[src/rtl/fft_bin_serializer_if.sv]
// Bin stream from fft_bin_serializer to its downstream consumer.
// Valid/ready: a bin transfers on a rising clk edge with bin_valid && bin_ready; once bin_valid
// is high it stays high, and every payload field holds, until that transfer happens.
interface fft_bin_serializer_if #(
   parameter int DW = 16
);
   localparam int MW = DW + 1;

   logic                 bin_valid;
   logic                 bin_ready;
   logic [2:0]           bin_idx;
   logic signed [DW-1:0] bin_re;
   logic signed [DW-1:0] bin_im;
   logic [MW-1:0]        bin_mag;
   logic                 bin_last;

   modport master (
      output bin_valid, bin_idx, bin_re, bin_im, bin_mag, bin_last,
      input  bin_ready
   );

   modport slave (
      input  bin_valid, bin_idx, bin_re, bin_im, bin_mag, bin_last,
      output bin_ready
   );
endinterface

[src/rtl/fft_bin_serializer.sv]
// Captures 8-bin FFT frames into a ping-pong store, streams bins with |re|+|im| and tracks the peak bin.
// FFT_PEAK_SKIP_DC_EN: when defined, bin 0 is left out of the peak search.
module fft_bin_serializer #(
   parameter  int DW = 16,
   localparam int MW = DW + 1
) (
   input  logic                 clk,
   input  logic                 rst,
   input  logic                 fft_valid,
   input  logic [2*DW-1:0]      fft_d0,
   input  logic [2*DW-1:0]      fft_d1,
   input  logic [2*DW-1:0]      fft_d2,
   input  logic [2*DW-1:0]      fft_d3,
   input  logic [2*DW-1:0]      fft_d4,
   input  logic [2*DW-1:0]      fft_d5,
   input  logic [2*DW-1:0]      fft_d6,
   input  logic [2*DW-1:0]      fft_d7,
   fft_bin_serializer_if.master bin,
   output logic                 peak_valid,
   output logic [2:0]           peak_idx,
   output logic [MW-1:0]        peak_mag,
   output logic                 overrun,
   output logic                 dbg_state
);

   typedef enum logic {IDLE = 1'b0, STREAM = 1'b1} state_t;

   state_t          state, state_nx;
   logic [2*DW-1:0] fft_d [8];
   logic [2*DW-1:0] mem [2][8];
   logic            fv_q;
   logic [1:0]      full;
   logic            wr_ptr, rd_ptr;
   logic            capture, accept, last_accept, wr_free, cap_ok;

   assign fft_d[0] = fft_d0;
   assign fft_d[1] = fft_d1;
   assign fft_d[2] = fft_d2;
   assign fft_d[3] = fft_d3;
   assign fft_d[4] = fft_d4;
   assign fft_d[5] = fft_d5;
   assign fft_d[6] = fft_d6;
   assign fft_d[7] = fft_d7;

   assign capture     = fft_valid && !fv_q;
   assign accept      = bin.bin_valid && bin.bin_ready;
   assign last_accept = accept && (bin.bin_idx == 3'd7);
   // The write bank equals the read bank only when both are full; it frees as its bin 7 leaves.
   assign wr_free     = !full[wr_ptr] || (last_accept && (rd_ptr == wr_ptr));
   assign cap_ok      = capture && wr_free;
   assign dbg_state   = state;

   always_ff @(posedge clk) begin
      if (cap_ok) begin
         for (int i = 0; i < 8; i++) mem[wr_ptr][i] <= fft_d[i];
      end
   end

   always_ff @(posedge clk or negedge rst) begin
      if (!rst) begin
         fv_q    <= 1'b1;
         full    <= 2'b00;
         wr_ptr  <= 1'b0;
         rd_ptr  <= 1'b0;
         overrun <= 1'b0;
      end else begin
         fv_q <= fft_valid;
         if (last_accept) begin
            full[rd_ptr] <= 1'b0;
            rd_ptr       <= ~rd_ptr;
         end
         if (cap_ok) begin
            full[wr_ptr] <= 1'b1;
            wr_ptr       <= ~wr_ptr;
         end
         if (capture && !wr_free) overrun <= 1'b1;
      end
   end

   // Read FSM: decides which stored word (if any) loads into the output registers.
   logic            ld_en, ld_bank, valid_nx;
   logic [2:0]      ld_addr;

   always_comb begin
      state_nx = state;
      ld_en    = 1'b0;
      ld_bank  = rd_ptr;
      ld_addr  = 3'd0;
      valid_nx = bin.bin_valid;
      case (state)
         IDLE: begin
            if (full[rd_ptr]) begin
               state_nx = STREAM;
               ld_en    = 1'b1;
               valid_nx = 1'b1;
            end
         end
         STREAM: begin
            if (last_accept) begin
               if (full[~rd_ptr]) begin
                  ld_en   = 1'b1;
                  ld_bank = ~rd_ptr;
               end else begin
                  state_nx = IDLE;
                  valid_nx = 1'b0;
               end
            end else if (accept) begin
               ld_en   = 1'b1;
               ld_addr = bin.bin_idx + 3'd1;
            end
         end
         default: state_nx = IDLE;
      endcase
   end

   logic [2*DW-1:0] ld_word;
   logic [DW-1:0]   ld_re, ld_im;
   logic [MW-1:0]   re_x, im_x, re_abs, im_abs, ld_mag;

   always_comb begin
      ld_word = mem[ld_bank][ld_addr];
      ld_re   = ld_word[2*DW-1:DW];
      ld_im   = ld_word[DW-1:0];
      re_x    = {ld_re[DW-1], ld_re};
      im_x    = {ld_im[DW-1], ld_im};
      re_abs  = re_x[MW-1] ? (~re_x) + MW'(1) : re_x;
      im_abs  = im_x[MW-1] ? (~im_x) + MW'(1) : im_x;
      ld_mag  = re_abs + im_abs;
   end

   always_ff @(posedge clk or negedge rst) begin
      if (!rst) begin
         state         <= IDLE;
         bin.bin_valid <= 1'b0;
         bin.bin_idx   <= 3'd0;
         bin.bin_re    <= '0;
         bin.bin_im    <= '0;
         bin.bin_mag   <= '0;
         bin.bin_last  <= 1'b0;
      end else begin
         state         <= state_nx;
         bin.bin_valid <= valid_nx;
         if (ld_en) begin
            bin.bin_idx  <= ld_addr;
            bin.bin_re   <= ld_re;
            bin.bin_im   <= ld_im;
            bin.bin_mag  <= ld_mag;
            bin.bin_last <= (ld_addr == 3'd7);
         end
      end
   end

`ifdef FFT_PEAK_SKIP_DC_EN
   localparam logic [2:0] FIRST_BIN = 3'd1;
   logic in_search;
   assign in_search = (bin.bin_idx != 3'd0);
`else
   localparam logic [2:0] FIRST_BIN = 3'd0;
   logic in_search;
   assign in_search = 1'b1;
`endif

   logic [2:0]    run_idx, cand_idx;
   logic [MW-1:0] run_mag, cand_mag;

   // Strict greater-than so ties keep the lower index; the first searched bin always seeds.
   always_comb begin
      cand_idx = run_idx;
      cand_mag = run_mag;
      if (in_search && ((bin.bin_idx == FIRST_BIN) || (bin.bin_mag > run_mag))) begin
         cand_idx = bin.bin_idx;
         cand_mag = bin.bin_mag;
      end
   end

   always_ff @(posedge clk or negedge rst) begin
      if (!rst) begin
         run_idx    <= 3'd0;
         run_mag    <= '0;
         peak_valid <= 1'b0;
         peak_idx   <= 3'd0;
         peak_mag   <= '0;
      end else begin
         peak_valid <= last_accept;
         if (accept) begin
            run_idx <= cand_idx;
            run_mag <= cand_mag;
         end
         if (last_accept) begin
            peak_idx <= cand_idx;
            peak_mag <= cand_mag;
         end
      end
   end

endmodule

[src/flat_wrapper.sv]
// flat-port wrapper written by rule: the top's interface ports become plain ports
module fft_bin_serializer_flat 
#(
   parameter  int DW = 16,
   localparam int MW = DW + 1
)
  (clk, rst, fft_valid, fft_d0, fft_d1, fft_d2, fft_d3, fft_d4, fft_d5, fft_d6, fft_d7, peak_valid, peak_idx, peak_mag, overrun, dbg_state, bin_bin_valid, bin_bin_idx, bin_bin_re, bin_bin_im, bin_bin_mag, bin_bin_last, bin_bin_ready);
  fft_bin_serializer_if #(.DW(DW)) bin_i ();
  input  logic clk;
  input  logic rst;
  input  logic fft_valid;
  input  logic [2*DW-1:0] fft_d0;
  input  logic [2*DW-1:0] fft_d1;
  input  logic [2*DW-1:0] fft_d2;
  input  logic [2*DW-1:0] fft_d3;
  input  logic [2*DW-1:0] fft_d4;
  input  logic [2*DW-1:0] fft_d5;
  input  logic [2*DW-1:0] fft_d6;
  input  logic [2*DW-1:0] fft_d7;
  output logic peak_valid;
  output logic [2:0] peak_idx;
  output logic [MW-1:0] peak_mag;
  output logic overrun;
  output logic dbg_state;
  output wire logic [$bits(bin_i.bin_valid)-1:0] bin_bin_valid;
  output wire logic [$bits(bin_i.bin_idx)-1:0] bin_bin_idx;
  output wire logic [$bits(bin_i.bin_re)-1:0] bin_bin_re;
  output wire logic [$bits(bin_i.bin_im)-1:0] bin_bin_im;
  output wire logic [$bits(bin_i.bin_mag)-1:0] bin_bin_mag;
  output wire logic [$bits(bin_i.bin_last)-1:0] bin_bin_last;
  input wire logic [$bits(bin_i.bin_ready)-1:0] bin_bin_ready;
  assign bin_bin_valid = bin_i.bin_valid;
  assign bin_bin_idx = bin_i.bin_idx;
  assign bin_bin_re = bin_i.bin_re;
  assign bin_bin_im = bin_i.bin_im;
  assign bin_bin_mag = bin_i.bin_mag;
  assign bin_bin_last = bin_i.bin_last;
  assign bin_i.bin_ready = bin_bin_ready;
  fft_bin_serializer #(.DW(DW)) u_core (.clk(clk), .rst(rst), .fft_valid(fft_valid), .fft_d0(fft_d0), .fft_d1(fft_d1), .fft_d2(fft_d2), .fft_d3(fft_d3), .fft_d4(fft_d4), .fft_d5(fft_d5), .fft_d6(fft_d6), .fft_d7(fft_d7), .bin(bin_i), .peak_valid(peak_valid), .peak_idx(peak_idx), .peak_mag(peak_mag), .overrun(overrun), .dbg_state(dbg_state));
endmodule
[config.mk]
export PLATFORM = sky130hd
export DESIGN_NAME = fft_bin_serializer_flat
export DESIGN_NICKNAME = d
export VERILOG_FILES = /design/src/rtl/fft_bin_serializer_if.sv /design/src/rtl/fft_bin_serializer.sv /design/src/flat_wrapper.sv
export SDC_FILE = /design/constraint.sdc
export NUM_CORES = 1
export LEC_CHECK = 0
export CAP_MARGIN = 20
export CORE_MARGIN = 2
export CORE_UTILIZATION = 52
export CTS_BUF_LIST = sky130_fd_sc_hd__clkbuf_4 sky130_fd_sc_hd__clkbuf_8
export DETAILED_ROUTE_END_ITERATION = 6
export PLACE_DENSITY = 0.87
export REMOVE_ABC_BUFFERS = 1
export SLEW_MARGIN = 0
export SYNTH_ARGS = -nofsm -noshare
export SYNTH_HDL_FRONTEND = slang
export SYNTH_SLANG_ARGS = --single-unit
export TNS_END_PERCENT = 1
[constraint.sdc]
create_clock -name clk -period 14.52 [get_ports clk]
set_clock_uncertainty 0.1 [all_clocks]
set_input_delay 2.904 -clock clk [delete_from_list [all_inputs] [get_ports clk]]
set_output_delay 2.904 -clock clk [all_outputs]
set_load 0.005 [all_outputs]
==> results of run 1 <==
## critical path, stage by stage
cell	delay, ns
clkdlybuf4s50_1	0.69
and4_4	0.42
nand3_4	0.08
buf_4	0.39
nand2_8	0.82
buf_4	0.85
mux2i_1	0.31
a22oi_1	0.11
a22oi_1	0.48
ha_1	0.33
nor2_1	0.10
a21oi_1	0.09
fa_1	0.45
a21o_1	0.20
a21oi_1	0.23
o21bai_1	0.12
a2111oi_0	0.68
o31ai_1	0.24
o311a_1	0.36
o21a_1	0.20
o21a_1	0.18
o21ai_0	0.15
a31oi_1	0.10
## registers in the layout (all words and copies together) (netlist names), 2 cells and up
name / cells
u_core.bin.bin_mag: 17
u_core.run_mag: 17
u_core.bin.bin_im: 16
u_core.mem: 512
u_core.full: 2
u_core.peak_mag: 17
u_core.bin.bin_idx: 3
u_core.run_idx: 3
u_core.peak_idx: 3
u_core.bin.bin_re: 16
## metal layers
layer | wire length [microns] | part of all wire | vias to the layer above
met5 | 52 | 0.00073 | -
met4 | 3450 | 0.049 | 8
met3 | 6690 | 0.094 | 208
met2 | 34600 | 0.49 | 1054
met1 | 26200 | 0.37 | 8737
li1 | - | - | 7950
## per-stage QoR
step | setup TNS (ns) | setup slack [ns] | power (mW) | util | area (sq um)
6_report | 0 | 4.35 | 5.32 | 0.652 | 32000
5_1_grt | 0 | 3.86 | 5.57 | 0.652 | 32000
4_1_cts | 0 | 4.50 | 5.31 | 0.649 | 31800
3_5_place_dp | 0 | 3.78 | 3.87 | 0.610 | 29900
3_3_place_gp | 0 | 3.91 | 3.80 | 0.609 | 29900
2_1_floorplan | -805.64 | -1.85 | 3.22 | - | 25400
## worst paths after layout
| path | depth (start not counted) | to | slack, ns | from |
|---|---|---|---|---|
| max | 23 | u_core.bin.bin_mag[16]$_DFFE_PN0P_ | 4.35 | bin_bin_ready |
| min | 1 | u_core.overrun$_DFFE_PN0P_ | 0.37 | u_core.overrun$_DFFE_PN0P_ |
| max reg2reg | 24 | u_core.bin.bin_mag[16]$_DFFE_PN0P_ | 5.98 | u_core.bin.bin_idx[0]$_DFFE_PN0P_ |
| min reg2reg | 1 | u_core.overrun$_DFFE_PN0P_ | 0.37 | u_core.overrun$_DFFE_PN0P_ |
| max in group asynchronous | 3 | u_core.fv_q$_DFF_PN1_ | 11.38 | rst |
| min in group asynchronous | 1 | u_core.peak_mag[0]$_DFFE_PN0P_ | 2.00 | rst |
## Yosys cell counts, types with 12 or more instances
cell type / count / share of area
nor2_1: 86 / 0.012
ha_1: 38 / 0.018
nor4_1: 14 / 0.0034
o21ai_0: 53 / 0.010
a211oi_1: 77 / 0.022
xnor2_1: 26 / 0.0088
a221oi_1: 27 / 0.0091
mux2i_1: 74 / 0.029
mux2_2: 28 / 0.012
nand3_1: 68 / 0.013
buf_2: 30 / 0.0058
nor3_1: 13 / 0.0025
buf_4: 15 / 0.0043
edfxtp_1: 512 / 0.59
inv_1: 29 / 0.0042
xor2_1: 12 / 0.0041
dfrtp_1: 101 / 0.098
nand2_1: 229 / 0.033
a21oi_1: 71 / 0.014
a32oi_1: 14 / 0.0047
and3_1: 80 / 0.019
a31oi_1: 36 / 0.0087
clkbuf_1: 56 / 0.0081
## logic make-up after synthesis
| group | synth area share |
|---|---|
| buf+inv | 0.0256 |
| fa+ha+maj | 0.0191 |
| xor+xnor | 0.0128 |
| simple gates | 0.105 |
| mux | 0.0449 |
| flops | 0.692 |
| compound gates | 0.100 |
## power groups by stage
stage          combinational [mW]  sequential (mW)  clock [mW]
3_3_place_gp                 1.61             2.19           0
6_report                     1.71             2.17        1.44
5_1_grt                      1.85             2.18        1.54
3_5_place_dp                 1.66             2.20           0
4_1_cts                      1.68             2.17        1.46
2_1_floorplan                1.05             2.18           0
## area by class of cell
class	count	area [sq um]	area share
Inverter	30	113	0.00352
Tap cell	664	831	0.0260
Timing Repair Buffer	372	3730	0.117
Sequential cell	614	17900	0.561
Clock inverter	43	262	0.00818
Clock buffer	133	1660	0.0518
Multi-Input combinational cell	1117	7420	0.232
Antenna cell	12	30.0	0.000939
## cells in the final DEF (no fill, tap or decap), types with 9 or more instances in the layout
master / Yosys / final
mux2_2: 28 / 28
nor4_1: 14 / 14
a221oi_1: 27 / 27
diode_2: 0 / 12
nand2_1: 229 / 226
edfxtp_1: 512 / 512
inv_1: 29 / 29
a211oi_1: 77 / 77
a221o_1: 9 / 9
nand3_1: 68 / 67
buf_4: 15 / 30
clkinv_1: 1 / 24
a31oi_1: 36 / 36
nand4_1: 11 / 11
o21ai_0: 53 / 53
xor2_1: 12 / 12
a32oi_1: 14 / 14
ha_1: 38 / 38
o22ai_1: 11 / 11
clkbuf_4: 0 / 28
and3_1: 80 / 80
xnor2_1: 26 / 26
clkinv_2: 0 / 10
nor3_1: 13 / 10
clkdlybuf4s50_1: 0 / 335
dfrtp_1: 101 / 101
a21oi_1: 71 / 69
nor2_1: 86 / 84
clkbuf_8: 0 / 105
mux2i_1: 74 / 74
==> reports/results.tsv, run 1 <==
metric	value	unit
status	finished, final reports clean	
drt drc	0	
distinct cell type count after synthesis	87	
fin crit share	0.701	
antenna-violating nets left	0	
Critical Path AT	10.61	ns
First DRT Iteration DRCs	2085	
DR WL/cell	23.8	microns
Fillers	3440	
hold slack	0.367	ns
PwrDens	166	nW/um^2
vias per cell	6.02	
area of the core	49100	sq um
dpl hpwl	45.7	mm
sw frac	0.330	
max-cap violations	0	
Reg clk slew, reported paths	0.07	ns
WL final	71.1	mm
nature of the critical path startpoint	input pin	
post_cts resized	0	
Clock power frac	0.271	
postcts setup bufs	0	
Peak Freq	98.3	MHz
data required time of the worst path	14.96	ns
met1 Use GR	0.343	
first-pass GRT wire length	104	mm
die area	51600	sq um
Post-Place Cells	2792	
Worst-Skew Late Latency	0.69	ns
Layout Area Growth over Synthesis	23.4	%
H-tree levels	3	
Avg Cell Area, Syn	13.8	sq um
Initial Utilization	0.528	
GRT Resource Usage Total	0.272	
most common flop cell mapped by yosys	edfxtp_1	
Slew Limit Fails	0	
Setup crit end kind	flip-flop	
Mapped Cells	1873	
Final Critical Period	10.17	ns
clk buf depth	3	
synthesized cell area	25900	sq um
Comb pwr share	0.321	
row count	81	
worst slew pin tran	1.19	ns
Psw	1.75	mW
pin count of the biggest net entering global routing	175	
Synth Register Bits	614	
vias in the first global route	18000	
clock buffer count from CTS	98	
worst vdd ir	89.3	uV
Post-synth ARST share	0.166	
met2 usage	0.437	
Critical Path Fanout Max	131	
final hold violation count	0	
GRT overflow	0	
die span in y	227	microns
CTS Hold Bufs	0	
Worst slew margin	0.204	
via count	18000	
initial antenna violation count	16	
fraction of layout cells with a size suffix above 1	0.116	
P_leak	11.2	nW
unrepaired setup endpoints after global routing	no	
number of port buffers	336	
sequential cell area fraction in the yosys report	0.692	
Layout Cells excl Fill	2985	
EDFF count, synth	512	
setup violators final	0	
CTS root buf	clkbuf_8	
drt pass-1 iters	6	
path type of the worst setup path	input pin to flip-flop	
Layout Nets	2532	
IO Count	337	
grt peak-use layer	met2	
TritonCTS clock tree	done	
die width	227	microns
clock sinks	614	
sequential share of power	0.408	
Ys Warns	0	
P_int	3.57	mW
Routability Congestion	0.846	
met3 track demand over resource	0.0632	
HP Class	flip-flop to flip-flop	
Note: power is estimated with default switching activity, not from simulation.
==> inputs of run 2 (changes only) <==
CORE_UTILIZATION = 57   (was 52)
PLACE_DENSITY = 0.9   (was 0.87)
clock period = 10.2 ns   (was 14.52 ns; I/O delays follow)
==> reports/results.tsv, run 2 (synthesized netlist as in run 1, its figures left out) <==
metric	value	unit	change
worst slew pin tran	1.23	ns	was 1.19 ns
first-pass GRT wire length	107	mm	was 104 mm
fin crit share	0.826		
nature of the critical path startpoint	input pin		unchanged
final core occ	0.706		was 0.652
IO Count	337		unchanged
setup violators final	0		unchanged
status	finished, final reports clean		unchanged
dpl hpwl	46.6	mm	was 45.7 mm
via count	18400		was 18.0k
largest register by flop count	u_core.mem		unchanged
worst vdd ir	129	uV	was 89.3 uV
Hold Startpoint	u_core.peak_mag[11]$_DFFE_PN0P_		was u_core.overrun$_DFFE_PN0P_
fraction of layout cells with a size suffix above 1	0.116		about the same
clock sinks	614		unchanged
drt drc	0		unchanged
Slew Limit Fails	0		unchanged
DP Worst Slack	1.20	ns	was 3.78 ns
Critical Path AT	8.85	ns	was 10.61 ns
drt pass-1 iters	6		unchanged
area of the core	45100	sq um	was 49,100 sq um
postcts setup bufs	0		unchanged
max incr delay on CP	0.72	ns	was 0.85 ns
R2R cell count	23		was 24
Layout Nets	2526		was 2,532
worst r2r src	u_core.bin.bin_idx[0]$_DFFE_PN0P_		unchanged
WL final	72.9	mm	was 71.1 mm
worst path cell trace	clkdlybuf4s50_1, and4_4, nand3_4, nand2_8, mux4_2, mux2_2, a32oi_1, buf_4, ha_1, nor2_1, a21oi_1, fa_1, a21o_1, a21oi_1, o21bai_1, a2111oi_0, o31ai_1, o311a_1, o21a_1, o21a_1, o21ai_0, a31oi_1		was clkdlybuf4s50_1, and4_4, nand3_4, buf_4, nand2_8, buf_4, mux2i_1, a22oi_1, a22oi_1, ha_1, nor2_1, a21oi_1, fa_1, a21o_1, a21oi_1, o21bai_1, a2111oi_0, o31ai_1, o311a_1, o21a_1, o21a_1, o21ai_0, a31oi_1
Worst-Skew Late Latency	0.69	ns	about the same
Comb pwr share	0.321		about the same
data required time of the worst path	10.62	ns	was 14.96 ns
Final Critical Period	8.43	ns	
total power	7.55	mW	was 5.32 mW
antenna-violating nets left	0		unchanged
DR WL/cell	24.9	microns	was 23.8 microns
PwrDens	237	nW/um^2	was 166 nW/um^2
pin count of the biggest net entering global routing	184		was 175
commonest non-fill, non-tap cell in the layout	edfxtp_1		unchanged
path type of the worst setup path	input pin to flip-flop		unchanged
Final Cell Area	31800	sq um	was 32,000 sq um
number of port buffers	336		unchanged
die width	217	microns	was 227 microns
clk buf depth	3		unchanged
Area after DPL	29900	sq um	about the same
row count	78		was 81
TritonCTS clock tree	done		unchanged
final hold violation count	0		unchanged
Reg clk slew, reported paths	0.06	ns	was 0.07 ns
vias per cell	6.30		was 6.02
CTS Hold Bufs	0		unchanged
final setup margin	1.77	ns	was 4.35 ns
HP Class	flip-flop to flip-flop		unchanged
vias in the first global route	18500		was 18.0k
Critical Path Fanout Max	73		was 131
P_int	5.06	mW	was 3.57 mW
max FFs per register	512		unchanged
CTS root buf	clkbuf_8		unchanged
First DRT Iteration DRCs	2397		was 2,085
Routability Congestion	0.889		was 0.846
post_cts resized	0		unchanged
GRT Resource Usage Total	0.305		was 0.272
max-cap violations	0		unchanged
commonest non-fill, non-tap cells in the layout	512 x edfxtp_1, 335 x clkdlybuf4s50_1, 226 x nand2_1, 105 x clkbuf_8, 101 x dfrtp_1		unchanged
RR Endpoint	u_core.bin.bin_mag[16]$_DFFE_PN0P_		unchanged
clock buffer count from CTS	95		was 98
sw frac	0.330		about the same
Layout Cells excl Fill	2921		was 2,985
P_leak	11.1	nW	was 11.2 nW
Setup crit end kind	flip-flop		unchanged
Initial Utilization	0.575		was 0.528
sequential share of power	0.409		was 0.408
initial antenna violation count	16		unchanged
Psw	2.49	mW	was 1.75 mW
hold path depth	2		was 1
slowest stage cell, crit path	a2111oi_0		was buf_4
Peak Freq	119	MHz	
Worst slew margin	0.178		was 0.204
die span in y	217	microns	was 227 microns
Layout Area Growth over Synthesis	22.8	%	was 23.4%
Clock power frac	0.269		was 0.271
Reg2Reg Setup Slack	2.52	ns	was 5.98 ns
die area	47200	sq um	was 51,600 sq um
GRT overflow	0		unchanged
H-tree levels	3		unchanged
Post-Place Cells	2729		was 2,792
Hold Path End	u_core.peak_mag[11]$_DFFE_PN0P_		was u_core.overrun$_DFFE_PN0P_
unrepaired setup endpoints after global routing	no		unchanged
## run 2: routing by layer
layer	GRT usage	vias to the layer above	wire, microns
met5	0	-	27
met4	0.183	4	3730
met3	0.0697	248	7250
met2	0.490	1323	35100
met1	0.382	8904	26700
li1	-	7926	-
## run 2: worst max-delay path by stage
stage / startpoint / to / slack [ns] / cells past startpoint
floorplan: bin_bin_ready / u_core.mem[1][0]$_DFFE_PP_ / -5.31 / 3
global route: bin_bin_ready / u_core.bin.bin_mag[16]$_DFFE_PN0P_ / 1.24 / 22
CTS: bin_bin_ready / u_core.bin.bin_mag[16]$_DFFE_PN0P_ / 1.89 / 22
global placement: bin_bin_ready / u_core.bin.bin_mag[16]$_DFFE_PN0P_ / 1.36 / 22
detailed placement: bin_bin_ready / u_core.bin.bin_mag[16]$_DFFE_PN0P_ / 1.20 / 22
finish: bin_bin_ready / u_core.bin.bin_mag[16]$_DFFE_PN0P_ / 1.77 / 22
## run 2: stage by stage
stage	hold WS [ns]	TNS [ns]
2_1_floorplan	0.350	-2578.57
3_3_place_gp	0.360	0
3_5_place_dp	0.369	0
4_1_cts	0.382	0
5_1_grt	0.404	0
6_report	0.375	0
## run 2: area by class of cell
| class | count | area [sq um] |
|---|---|---|
| flip-flops and latches | 614 | 17900 |
| multi-input cells | 1117 | 7420 |
| fillers | 2833 | 13300 |
| diodes | 17 | 42.5 |
| clock inverters | 38 | 201 |
| well taps | 600 | 751 |
| repair buffers | 369 | 3680 |
| inverters | 30 | 113 |
| clock buffers | 136 | 1680 |
## run 2: critical path: cells and delay by family
family          cells  cell delay, ns
fa+ha+maj           2            0.67
buf+inv             2            0.89
simple gates        4            1.50
mux                 2            0.88
compound gates     12            2.85
## run 2: power groups by stage
stage / registers [mW] / logic [mW] / clock network, mW
floorplan: 3.10 / 1.49 / 0
global placement: 3.12 / 2.30 / 0
detailed placement: 3.13 / 2.37 / 0
CTS: 3.08 / 2.39 / 2.05
global route: 3.11 / 2.62 / 2.17
finish: 3.09 / 2.43 / 2.03
